File: src/rtl/des_iter_sequencer.sv
// Sequencer for an iterated DES self-test: each step feeds X as data and key to a shared
// DES core, alternating encrypt/decrypt, then compares the final X against a reference.
module des_iter_sequencer #(
  parameter int ITERATIONS  = 16,
  parameter int DES_LATENCY = 0
) (
  input  logic        clk,
  input  logic        rst_n,
  input  logic        start,
  input  logic        abort,
  input  logic [63:0] seed,
  input  logic [63:0] expected,
  output logic [63:0] des_data,
  output logic [63:0] des_key,
  output logic        des_mode,
  input  logic [63:0] des_result,
  output logic        busy,
  output logic        done,
  output logic [63:0] result,
  output logic        pass,
  output logic [7:0]  step
);
  localparam int            CW        = (DES_LATENCY > 0) ? $clog2(DES_LATENCY + 1) : 1;
  localparam logic [CW-1:0] CNT_LAST  = CW'(DES_LATENCY);
  localparam logic [7:0]    STEP_LAST = 8'(ITERATIONS - 1);

  typedef enum logic [1:0] {IDLE, RUN, DONE} state_t;

  state_t        state, state_nx;
  logic [63:0]   x_reg, x_nx, result_nx;
  logic [7:0]    step_nx;
  logic [CW-1:0] cnt, cnt_nx;
  logic          pass_reg, pass_nx, match;

  assign match = (result == expected);

  always_comb begin
    state_nx  = state;
    x_nx      = x_reg;
    step_nx   = step;
    cnt_nx    = cnt;
    result_nx = result;
    pass_nx   = pass_reg;
    done      = 1'b0;
    case (state)
      IDLE: begin
        // abort outranks start: a coincident start is dropped
        if (!abort && start) begin
          x_nx     = seed;
          step_nx  = 8'd0;
          cnt_nx   = '0;
          pass_nx  = 1'b0;
          state_nx = RUN;
        end
      end
      RUN: begin
        if (abort) begin
          step_nx  = 8'd0;
          cnt_nx   = '0;
          state_nx = IDLE;
        end else if (cnt == CNT_LAST) begin
          x_nx   = des_result;
          cnt_nx = '0;
          if (step == STEP_LAST) begin
            result_nx = des_result;
            state_nx  = DONE;
          end else begin
            step_nx = step + 8'd1;
          end
        end else begin
          cnt_nx = cnt + CW'(1);
        end
      end
      DONE: begin
        state_nx = IDLE;
        if (abort) begin
          step_nx = 8'd0;
          cnt_nx  = '0;
        end else begin
          done    = 1'b1;
          pass_nx = match;
        end
      end
      default: state_nx = IDLE;
    endcase
  end

  always_ff @(posedge clk or negedge rst_n) begin
    if (!rst_n) begin
      state    <= IDLE;
      x_reg    <= '0;
      step     <= '0;
      cnt      <= '0;
      result   <= '0;
      pass_reg <= 1'b0;
    end else begin
      state    <= state_nx;
      x_reg    <= x_nx;
      step     <= step_nx;
      cnt      <= cnt_nx;
      result   <= result_nx;
      pass_reg <= pass_nx;
    end
  end

  assign des_data = x_reg;
  assign des_key  = x_reg;
  assign des_mode = step[0];
  assign busy     = (state != IDLE);
  // pass is live during the done cycle, then held from the register
  assign pass     = done ? match : pass_reg;

endmodule
File: config.mk
export PLATFORM = sky130hd
export DESIGN_NAME = des_iter_sequencer
export DESIGN_NICKNAME = d
export VERILOG_FILES = /design/src/rtl/des_iter_sequencer.sv
export SDC_FILE = /design/constraint.sdc
export NUM_CORES = 1
export LEC_CHECK = 0
export CORE_AREA = 2 2 155 157
export DETAILED_ROUTE_END_ITERATION = 12
export DIE_AREA = 0 0 157 159
export GPL_ROUTABILITY_DRIVEN = 0
export MAX_ROUTING_LAYER = met4
export PLACE_DENSITY_LB_ADDON = 0.15
export SYNTH_ARGS = -nofsm -noshare
export SYNTH_HDL_FRONTEND = slang
export SYNTH_SLANG_ARGS = --single-unit
File: constraint.sdc
create_clock -name clk -period 2.64 [get_ports clk]
set_input_delay 0.528 -clock clk [delete_from_list [all_inputs] [get_ports clk]]
set_output_delay 0.528 -clock clk [all_outputs]
set_load 0.01 [all_outputs]
# After elaboration in Yosys (flattened, before gate mapping)
# Cells that the tools add are included.
# classes
addsub	2
eq_ne	12
mux	25
bitwise	2
n_reduce_logical	13
# op_table
operator	count
2-to-1 mux 64 bit	3
one-hot mux 64 bit (2 select lines)	1
equality test 64 bit	1
2-to-1 mux 8 bit	5
one-hot mux 8 bit (3 select lines)	1
inequality test 2 bit, second input constant	5
inequality test 3 bit, second input constant	3
AND reduction 3 bit	3
adder 8 x 1 -> 8 bit, second input constant	1
equality test 8 x 4 -> 1 bit, second input constant	1
2-to-1 mux 1 bit	8
2-to-1 mux 2 bit	4
AND reduction 4 bit	2
nonzero test 2 bit	3
AND reduction 5 bit	1
one-hot mux 2 bit (2 select lines)	1
one-hot mux 1 bit (3 select lines)	1
nonzero test 3 bit	1
equality test 2 x 1 -> 1 bit, second input constant	1
equality test 2 bit, second input constant	1
zero test 2 bit	1
NOT 1 bit	2
one-hot mux 1 bit (2 select lines)	1
adder 1 bit, second input constant	1
other kinds (2)	2
# totals
register_bits	140
word_cells	60

# Longest topological paths before layout
# logic_depth
word_depth	5
ltp_mapped	8
ltp_nobuf	6

# Worst setup path after synthesis
# OpenSTA, ideal clock, no wires.
# synth_path
path_type	reg2reg
from	register step[0]
to	register step[7]
t_arrival_ns	2.040
required_ns	2.560
path_slack_ns	0.520
path_stages_with_launch	8
period_less_slack_ns	2.120
path_cell_list	dfrtp_1 -> ha_1 -> and3_1 -> and4b_4 -> or2_1 -> clkbuf_2 -> or4_1 -> a21oi_1
# synth_via
elab_chain_len	5
# synth_lines
item	line	rtl
from (decl)	21	output logic [7:0] step
from (signal assigned)	99	step <= step_nx;
adder 8 x 1 -> 8 bit	68	step_nx = step + 8'd1;
2-to-1 mux 8 bit	64	if (step == STEP_LAST) begin
2-to-1 mux 8 bit	61	end else if (cnt == CNT_LAST) begin
2-to-1 mux 8 bit	57	if (abort) begin
one-hot mux 8 bit (3 select lines)	45	case (state)
# Parallel ways exist; a longest one is shown, timed or not. The select of a mux whose other input is x is not followed.
# A chain may end at the register's enable or synchronous reset.

# Worst setup path after layout
# layout_path
from	input port expected[30]
to	output port pass
# layout_via
elab_chain_len	2
# layout_lines
item	line	rtl
from (decl)	12	input logic [63:0] expected,
equality test 64 bit	35	assign match = (result == expected);
2-to-1 mux 1 bit	111	assign pass = done ? match : pass_reg;
to (decl)	20	output logic pass,
# Every way passes these cells.

==> reports/metrics.yaml <==
logic_synthesis:
  synth_area_leaders: "dfrtp_1 49%, mux2_2 10%, mux2i_1 9.1%, xnor2_1 7.1%, buf_4 6.9%"
  synthTopCellsByCount: "139 x dfrtp_1, 73 x nand2_1, 70 x o21ai_0"
  yosysWarnings: 0
  yosysSeqAreaShare_pct: 49.31
  syn_area_um2: 7054
  ys_seq_elements: 139
  yosysMostFrequentCell: "dfrtp_1"
  ys_types: 32
  syn_inst: 634
  synth_edf_count: 0
  ys_async_sr_fraction_pct: 100.0
  avgSynthCellArea_um2: 11.13
  synth_top_area_share_pct: 49.31
  yosys.area.top_type: "dfrtp_1"
  synth_nets: 831
  synth_ff_type: "dfrtp_1"
cells_and_area:
  diodes: 0
  syn_to_final_growth_pct: 67.81
  multi_input_area_um2: 3068
  fin_nets: 1185
  drive_gt1_share_pct: 14.70
  nFillCells: 2170
  seq_area_um2: 3478
  final_cells: 1319
placed_design:
  placedCellCount: 1288
  pre_cts_slack_ps: -860.7
  portBuffers: 399
  dpl.hpwl_um: 20040
critical_path:
  startpoint: "expected[30]"
  r2r_slack_ps: 460
  crit_required_ps: 2110
  start_kind: "input pin"
  crit_type: "input pin to output pin"
  cp-end-kind: "output pin"
  crit_arrival_ps: 2230
  r2r_start: "step[0]"
  crit_path_max_fanout: 2
  reg2reg_depth: 6
  r2r_end: "step[7]"
drt:
  detail-route-antenna-nets: 0
  vias: 5883
  wirelength_um: 25630
  firstDrtPassIters: 4
  avgViaCountPerCell: 4.460
  drt-initial-drc-count: 218
  post_drt_wl_per_cell_um: 19.43
  drc_errors: 0
power_and_ir_drop:
  p_int_mw: 4.619
  power_switching_mw: 1.721
  power.share.clock_pct: 38.2
  p_seq_share_pct: 38.2
  swShare_pct: 27.15
  peakVddDrop_v: 0.0003075
  powerDensity_nw_per_um2: 535.6
  p_leak_nw: 5.051
  p_comb_share_pct: 23.6
sta:
  max_slew_margin_pct: 64.65
  rsz0062_at_grt: "true"
  min_period_ps: 2761
  fmax_mhz: 362.2
  finalHoldViolCount: 0
  final_max_slew_viol_count: 0
  timing.final.crit_share_pct: 104.6
  fin_ws_ps: -120.7
  worst_slew_pin_slew_ps: 530.2
  finalSetupViolations: 1
  clock_skew_ps: 13.45
  finalSetupTns_ps: -120.7
cts:
  cts_inserted_buffers: 17
  root_buffer: "clkbuf_16"
  cts_buffer_depth: 2
  cts.sinks: 139
  cts_max_level: 4
  tritoncts: "yes"
  clock_latency_ps: 420
  clk_pin_slew_ps: 70
job:
  cap_viol_max_count: 0
hold_path:
  worstHoldPathType: "input pin to asynchronous set/reset pin"
global_routing:
  gr-total-overflow: 0
  antenna_found_initial: 0
  grt_pass1_vias: 6335
  grt.total_usage_pct: 21.28
  grt_pass1_wl_um: 38140
  grt_max_degree: 78
run_status:
  run_status: "finished with violations"
  violations: "setup timing"
floorplanning:
  floorplan.rows: 56
  ios: 400
  die_w_um: 157
  start_util_pct: 30.42
  core_um2: 23190
  dieArea_um2: 24960
  dieHeight_um: 159
[how the worst max path moves through the flow]
stage	endpoint	slack, ps	cells past startpoint
6_report	pass	-120	7
5_1_grt	pass	-170	7
4_1_cts	pass	-100	7
3_5_place_dp	pass	-860	7
3_3_place_gp	pass	-860	7
2_1_floorplan	step[7]	520	7
[cell usage in the layout, fill, tap and decap left out, types with 4 or more instances in the layout]
master / n
xnor2_1: 48
nor4_1: 4
clkbuf_16: 17
nand4_1: 17
buf_4: 24
nor2_1: 8
o21ai_0: 68
clkinvlp_4: 5
dlygate4sd2_1: 13
mux2i_1: 64
nand2_1: 73
dfrtp_1: 139
xor2_1: 11
buf_12: 7
clkdlybuf4s50_1: 383
xnor2_2: 9
mux2_2: 65
[repair_timing]
| item | in CTS | in global routing |
|---|---|---|
| buffers inserted | 0 | 0 |
| gates resized for setup | 28 | 4 |
| setup endpoints to repair | 1 | 1 |
| pin swaps | 22 | 6 |
| hold buffers | 0 | 0 |
[cell families (layout without fill, tap and decap cells)]
logic type               count (synthesis)  in the layout  share of synthesized area (%)
AND/OR/NAND/NOR                        122            122                          8.017
AO/OA/AOI/OAI                           77             77                          5.693
buffers and inverters                   98            464                          8.904
adder cells (fa/ha/maj)                  1              1                         0.1773
XOR/XNOR                                68             68                          8.443
multiplexers                           129            129                          19.46
flip-flops                             139            139                          49.31
[metal layers]
| layer | track usage (%) | vias to the layer above | share of wire [%] |
|---|---|---|---|
| met4 | 4.504 | 0 | 0.90 |
| met2 | 36.64 | 214 | 52 |
| met1 | 24.96 | 2819 | 41 |
| li1 | - | 2835 | - |
| met5 | - | - | 0 |
| met3 | 5.498 | 15 | 6.1 |
[area by class of cell]
cell class | count | share of cell area (%)
Timing Repair Buffer | 430 | 36.30
Inverter | 3 | 0.09513
Clock buffer | 19 | 3.742
Clock inverter | 12 | 1.194
Multi-Input combinational cell | 397 | 25.92
Tap cell | 319 | 3.372
Sequential cell | 139 | 29.38
[through the flow]
stage / util, % / hold slack (ps) / area (µm²) / power [mW]
after floorplan: - / 232.4 / 7054 / 3.070
after global routing: 51.04 / 65.87 / 11840 / 6.648
after global placement: 48.22 / 466.8 / 11180 / 3.965
final: 51.04 / 46.38 / 11840 / 6.341
after detailed placement: 48.22 / 472.4 / 11180 / 3.974
after CTS: 50.94 / 55.03 / 11810 / 6.449
[critical path: stages]
cell and delay (ps):
clkdlybuf4s50_1 470, xnor2_1 120, nand4_1 290, nor4_1 330
nand4_1 180, o21ai_2 170, buf_2 150
[power groups by stage]
| stage | Sequential [mW] | Combinational (mW) | Clock [mW] |
|---|---|---|---|
| after global placement | 2.46 | 1.50 | 0 |
| after floorplan | 2.50 | 0.571 | 0 |
| after detailed placement | 2.46 | 1.51 | 0 |
| after CTS | 2.43 | 1.52 | 2.51 |
| final | 2.42 | 1.49 | 2.42 |
| after global routing | 2.44 | 1.61 | 2.60 |
No activity file was read; power rests on OpenSTA's default activity.
